`src/rtl/regfile_wb_sched_if.sv`:
```
// regfile_wb_sched_if: issue, writeback request and register-file port signals of the writeback scheduler
interface regfile_wb_sched_if #(
  parameter int DATA_W = 32,
  parameter int ADDR_W = 5
);
  logic                 iss_valid;
  logic [ADDR_W-1:0]    iss_dest;
  logic [ADDR_W-1:0]    iss_src_a;
  logic [ADDR_W-1:0]    iss_src_b;
  logic                 iss_stall;
  logic                 req0_valid;
  logic [ADDR_W-1:0]    req0_dest;
  logic [DATA_W-1:0]    req0_data;
  logic                 req0_ready;
  logic                 req1_valid;
  logic [ADDR_W-1:0]    req1_dest;
  logic [DATA_W-1:0]    req1_data;
  logic                 req1_ready;
  logic                 rf_load;
  logic [ADDR_W-1:0]    rf_dest;
  logic [DATA_W-1:0]    rf_in;
  logic [2**ADDR_W-1:0] busy;
  modport master (
    output iss_valid, iss_dest, iss_src_a, iss_src_b,
    output req0_valid, req0_dest, req0_data, req1_valid, req1_dest, req1_data,
    input  iss_stall, req0_ready, req1_ready, rf_load, rf_dest, rf_in, busy
  );
  modport slave (
    input  iss_valid, iss_dest, iss_src_a, iss_src_b,
    input  req0_valid, req0_dest, req0_data, req1_valid, req1_dest, req1_data,
    output iss_stall, req0_ready, req1_ready, rf_load, rf_dest, rf_in, busy
  );
endinterface

```
`src/rtl/regfile_wb_sched.sv`:
```
// regfile_wb_sched: two-source writeback arbiter and RAW/WAW scoreboard for a 2**ADDR_W register file.
// WB_RR_ARB_EN selects round-robin arbitration; otherwise req0 has fixed priority.
module regfile_wb_sched #(
  parameter int DATA_W = 32,
  parameter int ADDR_W = 5
) (
  input logic               clk,
  input logic               rst,
  regfile_wb_sched_if.slave bus
);
  localparam int N = 2**ADDR_W;
  logic              r_load;
  logic [ADDR_W-1:0] r_dest;
  logic [DATA_W-1:0] r_in;
  logic [N-1:0]      r_busy;
  logic              w_g0, w_g1;
  logic [N-1:0]      w_hz, w_set, w_clr;
  logic              w_stall;
`ifdef WB_RR_ARB_EN
  logic r_last;
  assign w_g0 = bus.req0_valid && (!bus.req1_valid || r_last);
  always_ff @(posedge clk or posedge rst)
    if (rst) r_last <= 1'b1;
    else if (w_g0 || w_g1) r_last <= w_g1;
`else
  assign w_g0 = bus.req0_valid;
`endif
  assign w_g1 = bus.req1_valid && !w_g0;
  // a register written this cycle is bypassed by the register file, so it is no hazard
  assign w_clr = (r_load && r_dest != '0) ? (N'(1) << r_dest) : '0;
  assign w_hz = r_busy & ~w_clr;
  assign w_stall = bus.iss_valid && (w_hz[bus.iss_src_a] || w_hz[bus.iss_src_b] || w_hz[bus.iss_dest]);
  assign w_set = (bus.iss_valid && !w_stall && bus.iss_dest != '0) ? (N'(1) << bus.iss_dest) : '0;
  always_ff @(posedge clk or posedge rst)
    if (rst) begin
      r_load <= 1'b0;
      r_dest <= '0;
      r_in <= '0;
      r_busy <= '0;
    end else begin
      r_load <= w_g0 || w_g1;
      if (w_g0 || w_g1) begin
        r_dest <= w_g0 ? bus.req0_dest : bus.req1_dest;
        r_in <= w_g0 ? bus.req0_data : bus.req1_data;
      end
      r_busy <= ((r_busy & ~w_clr) | w_set) & ~N'(1);
    end
  assign bus.req0_ready = w_g0;
  assign bus.req1_ready = w_g1;
  assign bus.iss_stall = w_stall;
  assign bus.rf_load = r_load;
  assign bus.rf_dest = r_dest;
  assign bus.rf_in = r_in;
  assign bus.busy = r_busy;
endmodule

```
`src/flat_wrapper.sv`:
```
// flat-port wrapper written by rule: the top's interface ports become plain ports
module regfile_wb_sched_flat 
#(
  parameter int DATA_W = 32,
  parameter int ADDR_W = 5
)
  (clk, rst, bus_iss_valid, bus_iss_dest, bus_iss_src_a, bus_iss_src_b, bus_req0_valid, bus_req0_dest, bus_req0_data, bus_req1_valid, bus_req1_dest, bus_req1_data, bus_iss_stall, bus_req0_ready, bus_req1_ready, bus_rf_load, bus_rf_dest, bus_rf_in, bus_busy);
  regfile_wb_sched_if #(.DATA_W(DATA_W), .ADDR_W(ADDR_W)) bus_i ();
  input logic clk;
  input logic rst;
  input wire logic [$bits(bus_i.iss_valid)-1:0] bus_iss_valid;
  input wire logic [$bits(bus_i.iss_dest)-1:0] bus_iss_dest;
  input wire logic [$bits(bus_i.iss_src_a)-1:0] bus_iss_src_a;
  input wire logic [$bits(bus_i.iss_src_b)-1:0] bus_iss_src_b;
  input wire logic [$bits(bus_i.req0_valid)-1:0] bus_req0_valid;
  input wire logic [$bits(bus_i.req0_dest)-1:0] bus_req0_dest;
  input wire logic [$bits(bus_i.req0_data)-1:0] bus_req0_data;
  input wire logic [$bits(bus_i.req1_valid)-1:0] bus_req1_valid;
  input wire logic [$bits(bus_i.req1_dest)-1:0] bus_req1_dest;
  input wire logic [$bits(bus_i.req1_data)-1:0] bus_req1_data;
  output wire logic [$bits(bus_i.iss_stall)-1:0] bus_iss_stall;
  output wire logic [$bits(bus_i.req0_ready)-1:0] bus_req0_ready;
  output wire logic [$bits(bus_i.req1_ready)-1:0] bus_req1_ready;
  output wire logic [$bits(bus_i.rf_load)-1:0] bus_rf_load;
  output wire logic [$bits(bus_i.rf_dest)-1:0] bus_rf_dest;
  output wire logic [$bits(bus_i.rf_in)-1:0] bus_rf_in;
  output wire logic [$bits(bus_i.busy)-1:0] bus_busy;
  assign bus_i.iss_valid = bus_iss_valid;
  assign bus_i.iss_dest = bus_iss_dest;
  assign bus_i.iss_src_a = bus_iss_src_a;
  assign bus_i.iss_src_b = bus_iss_src_b;
  assign bus_i.req0_valid = bus_req0_valid;
  assign bus_i.req0_dest = bus_req0_dest;
  assign bus_i.req0_data = bus_req0_data;
  assign bus_i.req1_valid = bus_req1_valid;
  assign bus_i.req1_dest = bus_req1_dest;
  assign bus_i.req1_data = bus_req1_data;
  assign bus_iss_stall = bus_i.iss_stall;
  assign bus_req0_ready = bus_i.req0_ready;
  assign bus_req1_ready = bus_i.req1_ready;
  assign bus_rf_load = bus_i.rf_load;
  assign bus_rf_dest = bus_i.rf_dest;
  assign bus_rf_in = bus_i.rf_in;
  assign bus_busy = bus_i.busy;
  regfile_wb_sched #(.DATA_W(DATA_W), .ADDR_W(ADDR_W)) u_core (.clk(clk), .rst(rst), .bus(bus_i));
endmodule
```
`config.mk`:
```
export PLATFORM = sky130hd
export DESIGN_NAME = regfile_wb_sched_flat
export DESIGN_NICKNAME = d
export VERILOG_FILES = /design/src/rtl/regfile_wb_sched_if.sv /design/src/rtl/regfile_wb_sched.sv /design/src/flat_wrapper.sv
export SDC_FILE = /design/constraint.sdc
export NUM_CORES = 1
export LEC_CHECK = 0
export CORE_MARGIN = 1.5
export CORE_UTILIZATION = 48
export DETAILED_ROUTE_END_ITERATION = 7
export PLACE_DENSITY = 0.87
export RECOVER_POWER = 100
export SYNTH_ARGS = -nofsm -noshare
export SYNTH_HDL_FRONTEND = slang
export SYNTH_SLANG_ARGS = --single-unit
```
`constraint.sdc`:
```
create_clock -name clk -period 4.2 [get_ports clk]
set_input_delay 0.84 -clock clk [delete_from_list [all_inputs] [get_ports clk]]
set_output_delay 0.84 -clock clk [all_outputs]
set_load 0.01 [all_outputs]
```
==> flow_summary.yaml <==
yosys:
  synth_area_leaders: "dfrtp_1 (40%), mux2i_1 (12%), o41ai_1 (6.3%)"
  ys_ff_latch: 69
  synth_top_family_by_area: "compound AO/OA/AOI/OAI gates"
  syn_area_per_cell_um2: 9.56
  synthCells: 453
  synth_mux_area_share_pct: 13.1
  synth_area_mm2: 0.00433
  synth_top_flop_cell: "dfrtp_1"
  synth_top_cells_by_count: "dfrtp_1 (69), nand2_1 (53), mux2i_1 (52)"
  synth_edf_count: 0
  synthArstFlopShare_pct: 100
  synth_compound_area_share_pct: 24.8
  synth_top_cell_area_share_pct: 39.9
  ys_seq_area_share_pct: 39.9
  synth_xor_area_share_pct: 0
  synth_fa_ha_area_share_pct: 0
  synth_simple_gate_area_share_pct: 16.6
  synth.most_common_cell: "dfrtp_1"
  synth_top_area_cell: "dfrtp_1"
  ys_warn_count: 0
  synthesis.nets: 547
  ys_types: 67
floorplan:
  num_rows: 34
  coreArea_mm2: 0.00872
  die_area_mm2: 0.00960
  initial_core_util_pct: 49.7
  die_h_um: 98.0
  chipWidth_um: 98.0
  io_pins: 167
cells_and_area:
  final_cells: 743
  diodes: 0
  multi_input_area_mm2: 0.00238
  seqCellArea_mm2: 0.00173
  num-fill-cells: 627
  stdcell_area_mm2: 0.00642
  syn_to_final_growth_pct: 48.3
  drive_gt1_share_pct: 12.8
  nets: 724
worst_setup_path:
  r2r_slack_ns: 1.14
  start_kind: "flop"
  reg2reg_from: "u_core.bus.rf_dest[1]"
  reg2regPathDepth: 9
  arrival_ns: 3.27
  cp_data_required_time_ns: 3.36
  cp_max_fo: 9
  r2r_end: "u_core.bus.busy[14]"
  end_kind: "primary output"
  criticalPathCategory: "reg -> out"
global_routing:
  track_usage_pct: 33.5
  grt_pass1_vias: 4772
  antenna_found_initial: 0
  grt_pass1_wl_um: 25100
  overflow: 0
  grt_max_degree: 47
placed_design:
  gp_congestion: 0.932
  portBuffers: 165
  placed_cell_area_mm2: 0.00619
  dpl.cell_count: 723
  place_hpwl_um: 12400
clock_network:
  cts.clk_slew.worst_paths_ns: 0.07
  root_buffer: "clkbuf_8"
  numCtsBuffers: 9
  cts_sinks: 69
  clock_latency_ns: 0.34
  htree_levels: 3
  cts_tree: "done"
  clk_path_buf_depth: 2
timing:
  fmax_mhz: 243
  clock_skew_ns: 0.00845
  drv_slew: 79
  finalCritPeriodShare_pct: 97.9
  fin_crit_ns: 4.11
  max_slew.worst_pin.slew_ns: 2.69
  hold_viol: 0
  setup-violations-final: 0
  slew_headroom_pct: -79.5
routing:
  wl_um: 16100
  antenna_left: 0
  firstDrtPassIters: 5
  via_per_inst: 6.32
  wl_per_cell_um: 21.7
  num_vias: 4696
  drc_errors: 0
  drt_iter0_drc: 340
power:
  power.density_mw_per_mm2: 412
  ir_drop_uv: 208
  leakage_nw: 2.65
run:
  maxCapViolCount: 2
outcome:
  status: "finished, violations left"
  failed_checks: "capacitance limit, slew limit"
worst_hold_path:
  hold_path_end: "u_core.bus.busy[16]"
  hold_depth: 2
  min-delay-start: "u_core.bus.busy[16]"
  holdCritPathClass: "reg -> reg"
## cells by family after synthesis
logic type / Yosys count
AOI/OAI and AO/OA: 152
buffers and inverters: 49
muxes: 55
other: 1
DFF: 69
and+or+nand+nor: 127
## worst max-delay path by stage
stage                    endpoint  depth (start not counted)  slack [ns]             startpoint
floorplan           bus_iss_stall                          7        0.80        bus_iss_dest[0]
global placement    bus_iss_stall                          8       -0.02        bus_iss_dest[1]
detailed placement  bus_iss_stall                          8       -0.04        bus_iss_dest[1]
CTS                 bus_iss_stall                          8      0.0007  u_core.bus.rf_dest[0]
global route        bus_iss_stall                          9      -0.005  u_core.bus.rf_dest[3]
finish              bus_iss_stall                          9        0.09  u_core.bus.rf_dest[3]
## report_power, final
part           total (mW)  switching [mW]  internal (mW)  leakage, nW
Clock               0.550           0.271          0.280       0.0935
Combinational        1.15           0.612          0.541         1.72
Sequential          0.939           0.123          0.816        0.833
Total                2.64            1.01           1.64         2.65
## worst max-delay path, cell delays in order, from the launching register on
cell,delay [ns]
dfrtp_1,0.51
buf_4,0.22
nand2b_4,0.15
o21ai_0,0.24
mux2i_1,0.19
o22ai_1,0.11
or4_4,0.50
a311oi_4,0.28
o21a_1,0.18
clkdlybuf4s50_1,0.54
## final cells by class
class | count | share of cell area, %
clock inverters | 6 | 1.11
multi-input cells | 335 | 37.0
well taps | 108 | 2.10
clock buffers | 10 | 1.99
inverters | 10 | 0.585
flip-flops and latches | 69 | 27.0
repair buffers | 205 | 30.2
## cells in the final DEF (no fill, tap or decap), types with 8 or more instances in the layout
cell type	instances
nor2_1	12
o41ai_1	31
dlygate4sd3_1	64
a21oi_1	8
clkbuf_8	9
inv_1	9
mux2i_1	52
clkdlybuf4s50_1	98
nand3_1	12
dfrtp_1	65
o21ai_0	45
nand2_1	53
o21ai_1	13
buf_4	35
## routing by layer
metal / track usage (%) / wire, µm / up-vias
met1: 38.8 / 5990 / 2276
met3: 6.37 / 1170 / 45
li1: - / - / 2103
met5: 0 / 0 / -
met2: 59.7 / 8340 / 272
met4: 15.8 / 604 / 0
## state kept, by name (all words and copies together), names as in the netlist
| register | cells |
|---|---|
| u_core.bus.rf_load | 1 |
| u_core.bus.rf_in | 32 |
| u_core.bus.rf_dest | 5 |
| u_core.bus.busy | 31 |
## repair_timing
| item | in CTS | in global routing |
|---|---|---|
| pin swaps | 1 | 0 |
| hold buffers | 0 | 0 |
| endpoints found under the hold margin | 0 | 0 |
| setup endpoints to repair | 1 | 1 |
| setup buffers | 2 | 2 |
| gates resized for setup | 5 | 10 |
## stage by stage
stage | util, % | TNS (ns) | power (mW) | setup WS, ns | hold slack [ns]
6_report | 73.6 | 0 | 2.64 | 0.0903 | 0.565
5_1_grt | 73.6 | -0.00532 | 2.78 | -0.00532 | 0.593
4_1_cts | 73.4 | 0 | 2.69 | 0.000686 | 0.568
3_5_place_dp | 70.9 | -0.0378 | 2.13 | -0.0378 | 0.549
3_3_place_gp | 70.9 | -0.0237 | 2.11 | -0.0237 | 0.549
2_1_floorplan | - | 0 | 1.49 | 0.801 | 0.553
(Power assumes the default switching activity.)
